==> config.mk <==
export PLATFORM = sky130hd
export DESIGN_NAME = if_prefetch
export DESIGN_NICKNAME = d
export VERILOG_FILES = /design/src/rtl/if_prefetch_pkg.sv /design/src/rtl/if_prefetch_fetch_fifo.sv /design/src/rtl/if_prefetch.sv
export SDC_FILE = /design/constraint.sdc
export NUM_CORES = 1
export LEC_CHECK = 0
export ABC_AREA = 1
export CORE_MARGIN = 8
export CORE_UTILIZATION = 34
export DETAILED_ROUTE_END_ITERATION = 8
export PLACE_DENSITY_LB_ADDON = 0.2
export SLEW_MARGIN = 10
export SYNTH_ARGS = -nofsm -noshare
export SYNTH_HDL_FRONTEND = slang
export SYNTH_HIERARCHICAL = 1
export SYNTH_SLANG_ARGS = --single-unit
==> constraint.sdc <==
create_clock -name clk -period 6.08 [get_ports clk]
set_clock_uncertainty 0.05 [all_clocks]
set_input_delay 0.912 -clock clk [delete_from_list [all_inputs] [get_ports clk]]
set_output_delay 0.912 -clock clk [all_outputs]
set_load 0.01 [all_outputs]
==> src/rtl/if_prefetch_pkg.sv <==
// Shared types and constants for the instruction-fetch prefetch front end.
// Holds the fetch FSM encoding, the queue entry layout and small address helpers.
package if_prefetch_pkg;

    typedef enum logic [1:0] {
        IF_IDLE  = 2'd0,
        IF_WAIT  = 2'd1,
        IF_DRAIN = 2'd2
    } if_state_e;

    localparam logic [31:0] IF_RESET_PC_DEFAULT = 32'h0000_0000;
    localparam logic [31:0] IF_INST_BYTES       = 32'd4;

    // One queue entry: pc occupies [63:32], inst occupies [31:0].
    typedef struct packed {
        logic [31:0] pc;
        logic [31:0] inst;
    } fetch_entry_t;

    function automatic logic [31:0] word_align(input logic [31:0] addr);
        return addr & ~32'h0000_0003;
    endfunction

    function automatic logic [31:0] next_word(input logic [31:0] addr);
        return addr + IF_INST_BYTES;
    endfunction

    function automatic fetch_entry_t make_entry(input logic [31:0] pc,
                                                input logic [31:0] inst);
        fetch_entry_t e;
        e.pc   = pc;
        e.inst = inst;
        return e;
    endfunction

endpackage

==> src/rtl/if_prefetch_fetch_fifo.sv <==
// Ring buffer of fetched {pc, inst} entries with push, pop and a flush that wins
// over both. Pointers are log2(DEPTH) bits and wrap on their own.
module if_prefetch_fetch_fifo
    import if_prefetch_pkg::*;
#(
    parameter int DEPTH = 4
) (
    input  logic                   clk,
    input  logic                   rst,
    input  logic                   flush,
    input  logic                   push,
    input  fetch_entry_t           wr_data,
    input  logic                   pop,
    output fetch_entry_t           rd_data,
    output logic [$clog2(DEPTH):0] count
);

    localparam int AW = $clog2(DEPTH);
    localparam int CW = AW + 1;
    localparam logic [CW-1:0] DEPTH_C = CW'(DEPTH);

    fetch_entry_t  mem_q [DEPTH];
    logic [AW-1:0] wr_ptr_q, wr_ptr_d;
    logic [AW-1:0] rd_ptr_q, rd_ptr_d;
    logic [CW-1:0] count_q, count_d;
    logic          do_push;
    logic          do_pop;

    always_comb begin
        do_push  = push && !flush && (count_q != DEPTH_C);
        do_pop   = pop && !flush && (count_q != '0);
        wr_ptr_d = wr_ptr_q;
        rd_ptr_d = rd_ptr_q;
        count_d  = count_q;
        if (flush) begin
            wr_ptr_d = '0;
            rd_ptr_d = '0;
            count_d  = '0;
        end else begin
            if (do_push) begin
                wr_ptr_d = wr_ptr_q + AW'(1);
            end
            if (do_pop) begin
                rd_ptr_d = rd_ptr_q + AW'(1);
            end
            count_d = count_q + CW'(do_push) - CW'(do_pop);
        end
    end

    always_ff @(posedge clk or negedge rst) begin
        if (!rst) begin
            wr_ptr_q <= '0;
            rd_ptr_q <= '0;
            count_q  <= '0;
        end else begin
            wr_ptr_q <= wr_ptr_d;
            rd_ptr_q <= rd_ptr_d;
            count_q  <= count_d;
        end
    end

    // Storage needs no reset: an entry is only visible once count covers it.
    always_ff @(posedge clk) begin
        if (do_push) begin
            mem_q[wr_ptr_q] <= wr_data;
        end
    end

    assign rd_data = mem_q[rd_ptr_q];
    assign count   = count_q;

endmodule

==> src/rtl/if_prefetch.sv <==
// Instruction-fetch front end: issues word fetches to a variable-latency memory,
// queues returned words with their PCs, and handles decode stalls and redirects.
module if_prefetch
    import if_prefetch_pkg::*;
#(
    parameter int          DEPTH    = 4,
    parameter logic [31:0] RESET_PC = IF_RESET_PC_DEFAULT
) (
    input  logic                   clk,
    input  logic                   rst,
    output logic                   imem_req,
    output logic [31:0]            imem_addr,
    input  logic                   imem_ack,
    input  logic [31:0]            imem_rdata,
    output logic                   out_valid,
    output logic [31:0]            out_inst,
    output logic [31:0]            out_pc,
    output logic [31:0]            out_pc4,
    input  logic                   out_ready,
    input  logic                   redirect,
    input  logic [31:0]            redirect_pc,
    output logic [$clog2(DEPTH):0] count,
    output if_state_e              dbg_state
);

    localparam int CW = $clog2(DEPTH) + 1;
    localparam logic [CW-1:0] DEPTH_C = CW'(DEPTH);

    // Memory handshake: imem_req/imem_addr are registered and, once raised,
    // hold until the cycle imem_ack=1; that cycle both accepts the request and
    // returns imem_rdata. One request in flight at most; ack without req is ignored.

    if_state_e     state_q, state_d;
    logic [31:0]   fetch_pc_q, fetch_pc_d;
    logic [31:0]   req_addr_q, req_addr_d;
    logic [31:0]   new_pc;
    logic          push;
    logic          pop;
    logic          flush;
    logic [CW-1:0] count_next;
    fetch_entry_t  head;
    fetch_entry_t  wr_entry;

    always_comb begin
        new_pc     = word_align(redirect_pc);
        flush      = redirect;
        pop        = out_valid && out_ready && !redirect;
        push       = imem_ack && (state_q == IF_WAIT) && !redirect;
        count_next = redirect ? '0 : (count + CW'(push) - CW'(pop));
        wr_entry   = make_entry(req_addr_q, imem_rdata);

        state_d    = state_q;
        fetch_pc_d = fetch_pc_q;
        req_addr_d = req_addr_q;

        case (state_q)
            IF_IDLE: begin
                if (redirect) begin
                    fetch_pc_d = new_pc;
                end
                // A request is only launched when a slot is reserved for its data.
                if (count_next < DEPTH_C) begin
                    state_d    = IF_WAIT;
                    req_addr_d = redirect ? new_pc : fetch_pc_q;
                end
            end
            IF_WAIT: begin
                if (imem_ack) begin
                    if (redirect) begin
                        fetch_pc_d = new_pc;
                        req_addr_d = new_pc;
                    end else begin
                        fetch_pc_d = next_word(req_addr_q);
                        if (count_next < DEPTH_C) begin
                            req_addr_d = next_word(req_addr_q);
                        end else begin
                            state_d = IF_IDLE;
                        end
                    end
                end else if (redirect) begin
                    state_d    = IF_DRAIN;
                    fetch_pc_d = new_pc;
                end
            end
            IF_DRAIN: begin
                // The old request must complete; its data is thrown away.
                if (imem_ack) begin
                    state_d    = IF_WAIT;
                    req_addr_d = redirect ? new_pc : fetch_pc_q;
                    if (redirect) begin
                        fetch_pc_d = new_pc;
                    end
                end else if (redirect) begin
                    fetch_pc_d = new_pc;
                end
            end
            default: begin
                state_d = IF_IDLE;
            end
        endcase
    end

    always_ff @(posedge clk or negedge rst) begin
        if (!rst) begin
            state_q    <= IF_IDLE;
            fetch_pc_q <= RESET_PC;
            req_addr_q <= RESET_PC;
        end else begin
            state_q    <= state_d;
            fetch_pc_q <= fetch_pc_d;
            req_addr_q <= req_addr_d;
        end
    end

    if_prefetch_fetch_fifo #(
        .DEPTH (DEPTH)
    ) u_fifo (
        .clk     (clk),
        .rst     (rst),
        .flush   (flush),
        .push    (push),
        .wr_data (wr_entry),
        .pop     (pop),
        .rd_data (head),
        .count   (count)
    );

    assign imem_req  = (state_q != IF_IDLE);
    assign imem_addr = req_addr_q;
    assign out_valid = (count != '0);
    assign out_pc    = head.pc;
    assign out_inst  = head.inst;
    assign out_pc4   = next_word(head.pc);
    assign dbg_state = state_q;

    a_no_overflow: assert property (@(posedge clk) disable iff (!rst)
        !(push && (count == DEPTH_C)));

    a_req_stable: assert property (@(posedge clk) disable iff (!rst)
        (imem_req && !imem_ack) |=> (imem_req && $stable(imem_addr)));

endmodule
* Yosys cells after proc, flatten, opt, wreduce, memory -nomap -nowiden
Memories as Yosys holds them, arrays and structs flattened.
Index checks and enable logic that the tools add are counted.
** Storage, ports and cells
- Register bits after elaboration :: 73
- Bits in writable memories :: 256
- Memories kept :: 1
- Bits of input ports :: 69
- Output and inout bits :: 135
** Memory list
- u_fifo.mem_q :: depth 4, width 64, rd ports 1, clocked after Yosys merged registers in 0, wr ports 1, line if_prefetch_fetch_fifo.sv:22 : fetch_entry_t mem_q [DEPTH];
** Cells by class
- Add/sub/neg operators :: 8
- Reduce and logical (&&, ||, !) cells :: 19
- Muxes and demuxes :: 25
- Order comparisons :: 1
- Eq/ne operators :: 10
** Operators by type and width (count)
- two-way mux 32 bit :: 8
- case mux 32 bit (3 select lines) :: 1
- adder 32 x 3 -> 32 bit (second input constant) :: 2
- case mux 32 bit (2 select lines) :: 1
- two-way mux 2 bit :: 10
- != test 3 bit (second input constant) :: 4
- AND reduction 5 bit :: 2
- logical AND 1 bit :: 8
- nonzero test 2 bit :: 4
- adder 3 x 1 -> 3 bit :: 2
- two-way mux 3 bit :: 2
- != test 2 bit (second input constant) :: 3
- case mux 2 bit (3 select lines) :: 1
- nonzero test 3 bit :: 2
- subtractor 3 x 1 -> 3 bit :: 2
- adder 2 x 1 -> 2 bit (second input constant) :: 2
- less-than comparator 3 bit (second input constant) :: 1
- != test 3 x 2 -> 1 bit (second input constant) :: 1
- equality test 2 x 1 -> 1 bit (second input constant) :: 1
- equality test 2 bit (second input constant) :: 1
- logical NOT 2 bit :: 1
- two-way mux 1 bit :: 2
- OR reduction 2 bit :: 1
- logical NOT 1 bit :: 1

* Depth between registers and ports, before layout
Gate-level depths: netlist (run 1).
- Depth after elaboration :: 11
- Gate-level depth with buffers :: 17
- Gate-level depth less buffers :: 17

* Cells and area by module
The synthesis (run 1) kept the hierarchy.
** By module, submodules not included
- if_prefetch_fetch_fifo :: area an instance 10171.0 µm², cells each 748, sequential area each 7862.5 µm², times used 1
- if_prefetch :: area an instance 5557.8 µm², cells each 934, sequential area each 1651.6 µm², times used 1

* Least setup slack after synthesis (run 1)
Ideal clock, no wire load.
- Path kind :: input -> register
- From :: input redirect
- To :: memory u_fifo/mem_q[0][0] (netlist bit), enable pin
- Arrival time :: 4.496 ns
- Slack :: 1.047 ns
- Path buffers :: 2
- Cell stages on the path :: 9
- Cells stage by stage :: buf_2 buf_2 nor2_1 nand2_1 inv_1 inv_1 nor2_1 nand2_1 nor2_1
** Between the ends
- Word-level cells in the longest chain between the ends :: 6
** RTL lines
- start, declared :: line if_prefetch.sv:20 : input logic redirect,
- logical NOT 1 bit :: line if_prefetch.sv:48 : push = imem_ack && (state_q == IF_WAIT) && !redirect;
- logical AND 1 bit :: line if_prefetch.sv:48
- named net push :: line if_prefetch.sv:37 : logic push;
- logical AND 1 bit (2 in a row) :: line if_prefetch_fetch_fifo.sv:30 : do_push = push && !flush && (count_q != DEPTH_C);
- two-way mux 1 bit :: line if_prefetch_fetch_fifo.sv:64 : if (do_push) begin
- two-way mux 1 bit (not written as such) :: line if_prefetch_fetch_fifo.sv:65 : mem_q[wr_ptr_q] <= wr_data;
- end, declared :: line if_prefetch_fetch_fifo.sv:22
The timed path passes the listed nets, and every way through them passes these cells.

* Worst setup path after layout (run 1)
- From :: register u_fifo.rd_ptr_q[0]
- To :: output out_pc4[25]
** Between the ends
- Word-level cells in the longest chain between the ends :: 2
** RTL lines
- start, declared :: line if_prefetch_fetch_fifo.sv:24 : logic [AW-1:0] rd_ptr_q, rd_ptr_d;
- start signal, assigned :: line if_prefetch_fetch_fifo.sv:57 : rd_ptr_q <= rd_ptr_d;
- memory (4 x 64 bit)
- adder 32 x 3 -> 32 bit :: line if_prefetch_pkg.sv:25 : return addr + IF_INST_BYTES;
- end, declared :: line if_prefetch.sv:18 : output logic [31:0] out_pc4,
Every way passes these cells.

==> impl_metrics.csv, run 1 <==
group,metric,value,unit
run_status,status,"complete, but fails checks",
run_status,violations,"antenna violations",
drt,wirelength,44.6,mm
critical_path,r2r-end,"imem_addr[7]",
critical_path,cp-end-kind,"output pin",
min_path,hold_path_class,"in2async",
drt,drt_drc_violations_left,0,
critical_path,worst-path-max-fanout,44,
floorplan,rows,79,
global_routing,grt_start_max_net_pins,67,
drt,routedWlPerCell,17.8,µm
global_routing,grt_pass1_wl,68.9,mm
floorplan,ios,204,
critical_path,path_cells,"buf_4 > nor2_1 > nor2_1 > o21ai_1 > o21ai_1 > nand3_1 > nor3_2 > nand4_1 > nor2_1 > nand3_1 > xor2_1 > clkdlybuf4s50_1",
cts,clock_sinks,329,
cts,cts_made_buffers,39,
critical_path,reg2reg_depth,16,
power,intPower,4870,µW
cts,cts_hold_buf,0,
placement,hpwl,29.2,mm
yosys,async_reset_ff_share,22.2,%
yosys,ys.flop_type,"edfxtp_1",
sta,tightest_slew,0.943,ns
drt,drt_iter0_markers,812,
sta,hold_viol,0,
cts,clk_pin_slew_worst_paths,0.06,ns
sta,setup_viol,0,
yosys,synth_edf_count,256,
sta,rsz0062_at_grt,"no",
sta,slew-limit-headroom,37.1,%
yosys,synth_top_cell_area_share,48.9,%
drt,viasPerCell,4.83,
sta,period_minus_slack,5.32,ns
power,p_switching,2440,µW
global_routing,grt_usage,16.5,%
power,cellLeakagePower,0.00757,µW
floorplan,die_w,231,µm
power,power_frac_comb,25.0,%
critical_path,max_stage_delay,0.77,ns
drt,vias,12100,
sta,layout_setup_ws,0.760,ns
yosys,syn_avg_cell_area,9.35,µm²
global_routing,antenna_found_initial,0,
power,power.share.clock,30.5,%
power,ir_drop,0.000269,V
power,power_density,376,mW/mm²
critical_path,cp_slowest_cell,"dfrtp_4",
cts,clk_latency,0.55,ns
power,seq_power_share,44.5,%
critical_path,rrSetupSlack,2.67,ns
critical_path,cp-start-kind,"flop",
yosys,synthCells,1682,
sta,fin_crit_sh,87.5,%
cts,cts_resized,0,
final_layout,final_layout_size_suffix_gt1_share,5.76,%
final_layout,num-fill-cells,4460,
sta,fmax,188,MHz
yosys,synth_common_cells,"nand2_1, nor2_1, edfxtp_1, o21ai_0, o21ai_1",
global_routing,grt-ovfl-total,0,
placement,pre_cts_ws,1.26,ns
critical_path,cp.arrival,4.36,ns
flow_run,cap_violations,0,
cts,cts-root-buf,"clkbuf_16",
yosys,ys_warn_count,6,
yosys,yosysTopAreaCell,"edfxtp_1",
final_layout,nNetsFinal,1944,
floorplan,core,0.0461,mm²
yosys,yosysMostFrequentCell,"nand2_1",
placement,port_buffers,201,
yosys,seq_area_frac_synth,60.5,%
critical_path,rr_startpoint,"dbg_state[0]",
critical_path,cp_data_required_time,5.12,ns
yosys,ys_seq_elements,329,
power,switching_share,33.4,%
placement,place.gp.congestion,0.827,
sta,setup_tns,0,ns
yosys,synth_nets,1762,
sta,maxSlewViolCount,0,
yosys,yosysUniqueCellTypes,39,
critical_path,crit_type,"reg2out",
drt,drtPass1Iterations,5,
cts,h-tree-depth,2,
drt,ant_nets,1,
global_routing,first_global_vias,11500,
cts,cts_setup_buffers,0,
floorplan,initial_core_util,34.1,%
yosys,synthTopCellsByArea,"edfxtp_1, dfrtp_1, nand2_1, nor2_1, o21ai_0",
floorplan,dieArea,0.0534,mm²
floorplan,die-height,231,µm
sta,worst_hold_slack,0.275,ns
final_layout,area.growth.synth_to_final,23.6,%
cts,clockBufferDepth,3,
yosys,synth.cell_area,0.0157,mm²
critical_path,cpMostUsedCell,"nor2_1",
cts,cts_tree,"built",
[cell families after synthesis]
group	Yosys count	share of synthesized area (%)
buffers and inverters	187	5.90
flip-flops	329	60.5
adder cells (fa/ha/maj)	11	0.923
AND/OR/NAND/NOR	844	21.7
AO/OA/AOI/OAI	281	9.35
XOR/XNOR	30	1.67
[placed cells by master (no fill, tap or decap), types with 3 or more instances in the layout]
cell type        Yosys  layout
diode_2              0       5
buf_12               0       4
o21ai_1            109     109
nand2_1            393     393
clkinv_2             0      11
o21ai_2              5       5
a31oi_1              3       3
xor2_1              23      23
clkinv_1             0       7
nor2_4               0       5
nor2_2               6       6
o22ai_1              3       3
nand2_2              3       3
clkbuf_16            0      39
clkdlybuf4s50_1      0     199
o21ai_0            133     133
xnor2_1              7       7
nand3_1            104     104
nand4_1             11      11
clkbuf_1            15       6
dfrtp_1             73      72
o21a_1               3       3
buf_4               10      19
edfxtp_1           256     256
bufinv_16            0       3
inv_1              102     102
a21oi_1             16      16
nor2_1             309     304
ha_1                10      10
o21bai_1             4       4
nor3_1              10      10
[power groups by stage]
| stage | Clock, µW | Sequential (µW) | Combinational [µW] |
|---|---|---|---|
| 6_report | 2230 | 3250 | 1830 |
| 5_1_grt | 2400 | 3300 | 2080 |
| 4_1_cts | 2300 | 3250 | 1860 |
| 3_5_place_dp | 0 | 3290 | 1850 |
| 3_3_place_gp | 0 | 3280 | 1820 |
| 2_1_floorplan | 0 | 3160 | 1100 |
[through the flow]
step	instance area [µm²]	std cells	total power [µW]	utilization (%)
2_1_floorplan	15700	1682	4260	-
3_3_place_gp	18200	2430	5100	39.6
3_5_place_dp	18200	2430	5140	39.6
4_1_cts	19400	2499	7410	42.2
5_1_grt	19400	2499	7770	42.2
6_report	19400	2504	7310	42.2
[sequential cells by signal, summed over array words and instances, names as in the netlist]
register         flops
u_fifo/count         3
u_fifo/wr_ptr_q      2
u_fifo/mem_q       256
fetch_pc_q          32
imem_addr           32
u_fifo/rd_ptr_q      2
dbg_state            2
[routing by layer]
metal	up-vias	GRT usage (%)	share of wire, %
li1	6015	-	-
met1	5697	22.9	47
met2	323	25.7	45
met3	56	3.51	5.7
met4	0	4.81	2.2
met5	-	0	0
[critical path: cells and delay by family, from the launching register on]
family	cells	cell delay, ns
simple gates	7	1.26
flops	1	0.77
compound gates	2	0.36
xor+xnor	1	0.25
buf+inv	2	1.13
[final cells by class]
| class | instances | area [µm²] | share of cell area [%] |
|---|---|---|---|
| Clock inverter | 23 | 203 | 1.04 |
| Antenna cell | 5 | 12.5 | 0.0643 |
| Timing Repair Buffer | 223 | 2220 | 11.4 |
| Tap cell | 607 | 759 | 3.91 |
| Inverter | 105 | 398 | 2.05 |
| Multi-Input combinational cell | 1166 | 5320 | 27.4 |
| Sequential cell | 329 | 9520 | 48.9 |
| Clock buffer | 46 | 1010 | 5.21 |
[worst max path at each step]
stage,from,end
floorplan,redirect,u_fifo/mem_q[0][0]
global placement,u_fifo/rd_ptr_q[0],out_pc4[25]
detailed placement,u_fifo/rd_ptr_q[0],out_pc4[25]
CTS,u_fifo/rd_ptr_q[0],out_pc4[25]
global route,u_fifo/rd_ptr_q[0],out_pc4[25]
finish,u_fifo/rd_ptr_q[0],out_pc4[25]
Power figures use the tool's default switching activity.
==> run 2, diff against run 1 <==
Settings changed: HOLD_SLACK_MARGIN from default to 0.02.
==> results of run 2 <==
Final layout, timing and power as in run 1 (identical DEF).
==> run 3, diff against run 2 <==
--- a/constraint.sdc
+++ b/constraint.sdc
@@ -4,2 +4,2 @@
 set_output_delay 0.912 -clock clk [all_outputs]
-set_load 0.01 [all_outputs]
+set_load 0.1 [all_outputs]
==> run 3 against run 2 <==
  * The run now ends clean
  * Sequential share of layout area increased by 0.20 points
  * Count of clock-buffer cells in the layout is the same
  * Combinational power grew 60%
  * Global-route usage rose by 0.075 points
  * Via count is 1.4% higher
  * Register-to-register slack got worse by 0.06 ns
  * Critical path depth shrank 1
  * Worst setup slack worse by 0.14 ns
  * Non-clock buffer count shrank 2
  * Largest power group unchanged
  * Critical path type unchanged
  * Critical endpoint is now out_pc4[21]
  * Cell count shrank 0.24%
  * Worst hold slack got worse by 0.16 ns
==> impl_metrics.csv, run 3 (synthesis gave the netlist of run 1 again) <==
group,metric,value,unit
run_status,status,"completed",
global_routing,grt_pass1_wl,69.4,mm
drt,drt_iter0_markers,760,
floorplan,rows,79,
floorplan,dieArea,0.0534,mm²
placement,port_buffers,201,
final_layout,insertedDiodeCount,0,
cts,clockBufferDepth,3,
drt,ant_nets,0,
floorplan,ios,204,
power,switching_share,42.2,%
global_routing,grt_start_max_net_pins,99,
global_routing,antenna_found_initial,0,
power,power_frac_comb,34.4,%
critical_path,rr_startpoint,"dbg_state[0]",
sta,fin_crit_sh,89.8,%
power,cellLeakagePower,0.00759,µW
global_routing,grt-ovfl-total,0,
drt,drt_drc_violations_left,0,
floorplan,core,0.0461,mm²
min_path,hold_path_class,"in2async",
power,p_switching,3590,µW
power,seq_power_share,38.3,%
power,intPower,4920,µW
final_layout,final_layout_size_suffix_gt1_share,7.51,%
sta,hold_viol,0,
sta,maxSlewViolCount,0,
global_routing,grtUsageMet3,3.24,%
sta,fmax,183,MHz
sta,period_minus_slack,5.46,ns
final_layout,most-common-layout-cells,"nand2_1, nor2_1, edfxtp_1",
cts,h-tree-depth,2,
sta,setup_viol,0,
sta,tightest_slew,1.14,ns
critical_path,max_stage_delay,0.90,ns
flow_run,cap_violations,0,
global_routing,grt_usage,16.6,%
critical_path,rrSetupSlack,2.61,ns
cts,cts_made_buffers,39,
drt,viasPerCell,4.91,
global_routing,met1_usage,23.1,%
critical_path,path_cells,"buf_4 > nor2_1 > o21ai_1 > nand2_1 > inv_1 > nand3_1 > inv_1 > nand4_1 > nor3_1 > xor2_1 > buf_4",
critical_path,cp_slowest_cell,"buf_4",
power,ir_drop,0.000449,V
cts,clock_sinks,329,
global_routing,use_met2,26.2,%
final_layout,num-fill-cells,4463,
critical_path,reg2reg_depth,17,
placement,hpwl,28.8,mm
floorplan,die_w,231,µm
power,power_density,439,mW/mm²
cts,clk_pin_slew_worst_paths,0.06,ns
global_routing,grt.busiest_layer,"met2",
cts,cts-root-buf,"clkbuf_16",
cts,cts_tree,"built",
final_layout,largest_reg_flops,256,
critical_path,cp-end-kind,"output pin",
drt,vias,12300,
final_layout,area.growth.synth_to_final,23.1,%
placement,place.gp.congestion,0.801,
drt,wirelength,44.7,mm
floorplan,initial_core_util,34.1,%
drt,routedWlPerCell,17.9,µm
cts,cts_resized,0,
sta,rsz0062_at_grt,"no",
critical_path,cp.arrival,4.50,ns
final_layout,regMostFlops,"u_fifo/mem_q",
final_layout,layout_commonest_cell,"nand2_1",
critical_path,crit_type,"reg2out",
critical_path,r2r-end,"imem_addr[7]",
final_layout,post-route-util,42.0,%
power,power.share.clock,27.3,%
critical_path,cp_data_required_time,5.12,ns
drt,drtPass1Iterations,5,
critical_path,cp-start-kind,"flop",
sta,slew-limit-headroom,24.2,%
cts,cts_setup_buffers,0,
floorplan,die-height,231,µm
critical_path,worst-path-max-fanout,98,
global_routing,first_global_vias,11900,
cts,cts_hold_buf,0,
sta,setup_tns,0,ns
cts,clk_latency,0.55,ns
final_layout,nNetsFinal,1942,
-- run 3: cell types whose count changed in the layout (fill, tap and decap cells not counted), moves of 4 or more --
cell / before / now
clkinv_2: 11 / 7
buf_12: 4 / 0
diode_2: 5 / 0
clkinv_1: 7 / 3
clkinvlp_4: 1 / 6
buf_4: 19 / 50
clkdlybuf4s50_1: 199 / 170
-- run 3: cell type report --
class                           count  area, µm²  area share, %
Clock buffer                       46       1020           5.28
Clock inverter                     24        260           1.34
Inverter                          105        398           2.05
Multi-Input combinational cell   1166       5330           27.5
Sequential cell                   329       9520           49.1
Tap cell                          607        759           3.92
Timing Repair Buffer              221       2080           10.7
-- run 3: worst max-delay path, delay by kind of cell (launching register included) --
family / cells / cell delay (ns)
buf+inv: 4 / 1.50
flops: 1 / 0.68
simple gates: 5 / 0.66
xor+xnor: 1 / 0.27
compound gates: 1 / 0.76
-- run 3: power groups by stage --
stage / logic [µW] / clock network (µW) / registers [µW]
after detailed placement: 2940 / 0 / 3310
final: 2930 / 2320 / 3260
after floorplan: 1450 / 0 / 3920
after global routing: 3160 / 2480 / 3320
after CTS: 2950 / 2390 / 3270
after global placement: 2910 / 0 / 3300
-- run 3: per-stage QoR --
step	hold slack, ns	setup WS [ns]	instance area (µm²)	total power [µW]	std cells
detailed placement	0.415	1.17	18100	6250	2428
floorplan	0.394	0.0107	15700	5370	1682
CTS	0.0814	0.574	19400	8600	2498
global placement	0.410	1.21	18100	6210	2428
global route	0.0884	0.202	19400	8970	2498
finish	0.114	0.622	19400	8510	2498
-- run 3: worst max path at each step --
stage	startpoint	end	slack [ns]	cells past startpoint
global placement	u_fifo/rd_ptr_q[0]	out_pc4[25]	1.21	12
floorplan	u_fifo/rd_ptr_q[0]	out_pc4[30]	0.01	15
CTS	u_fifo/rd_ptr_q[0]	out_pc4[25]	0.57	12
finish	u_fifo/rd_ptr_q[0]	out_pc4[21]	0.62	11
global route	u_fifo/rd_ptr_q[0]	out_pc4[30]	0.20	15
detailed placement	u_fifo/rd_ptr_q[0]	out_pc4[25]	1.17	12
-- run 3: per-layer routing --
metal  vias up  wire length [µm]
met3        66              2880
met2       354             20300
li1       5996                 -
met5         -                 0
met1      5849             20600
met4         0               971
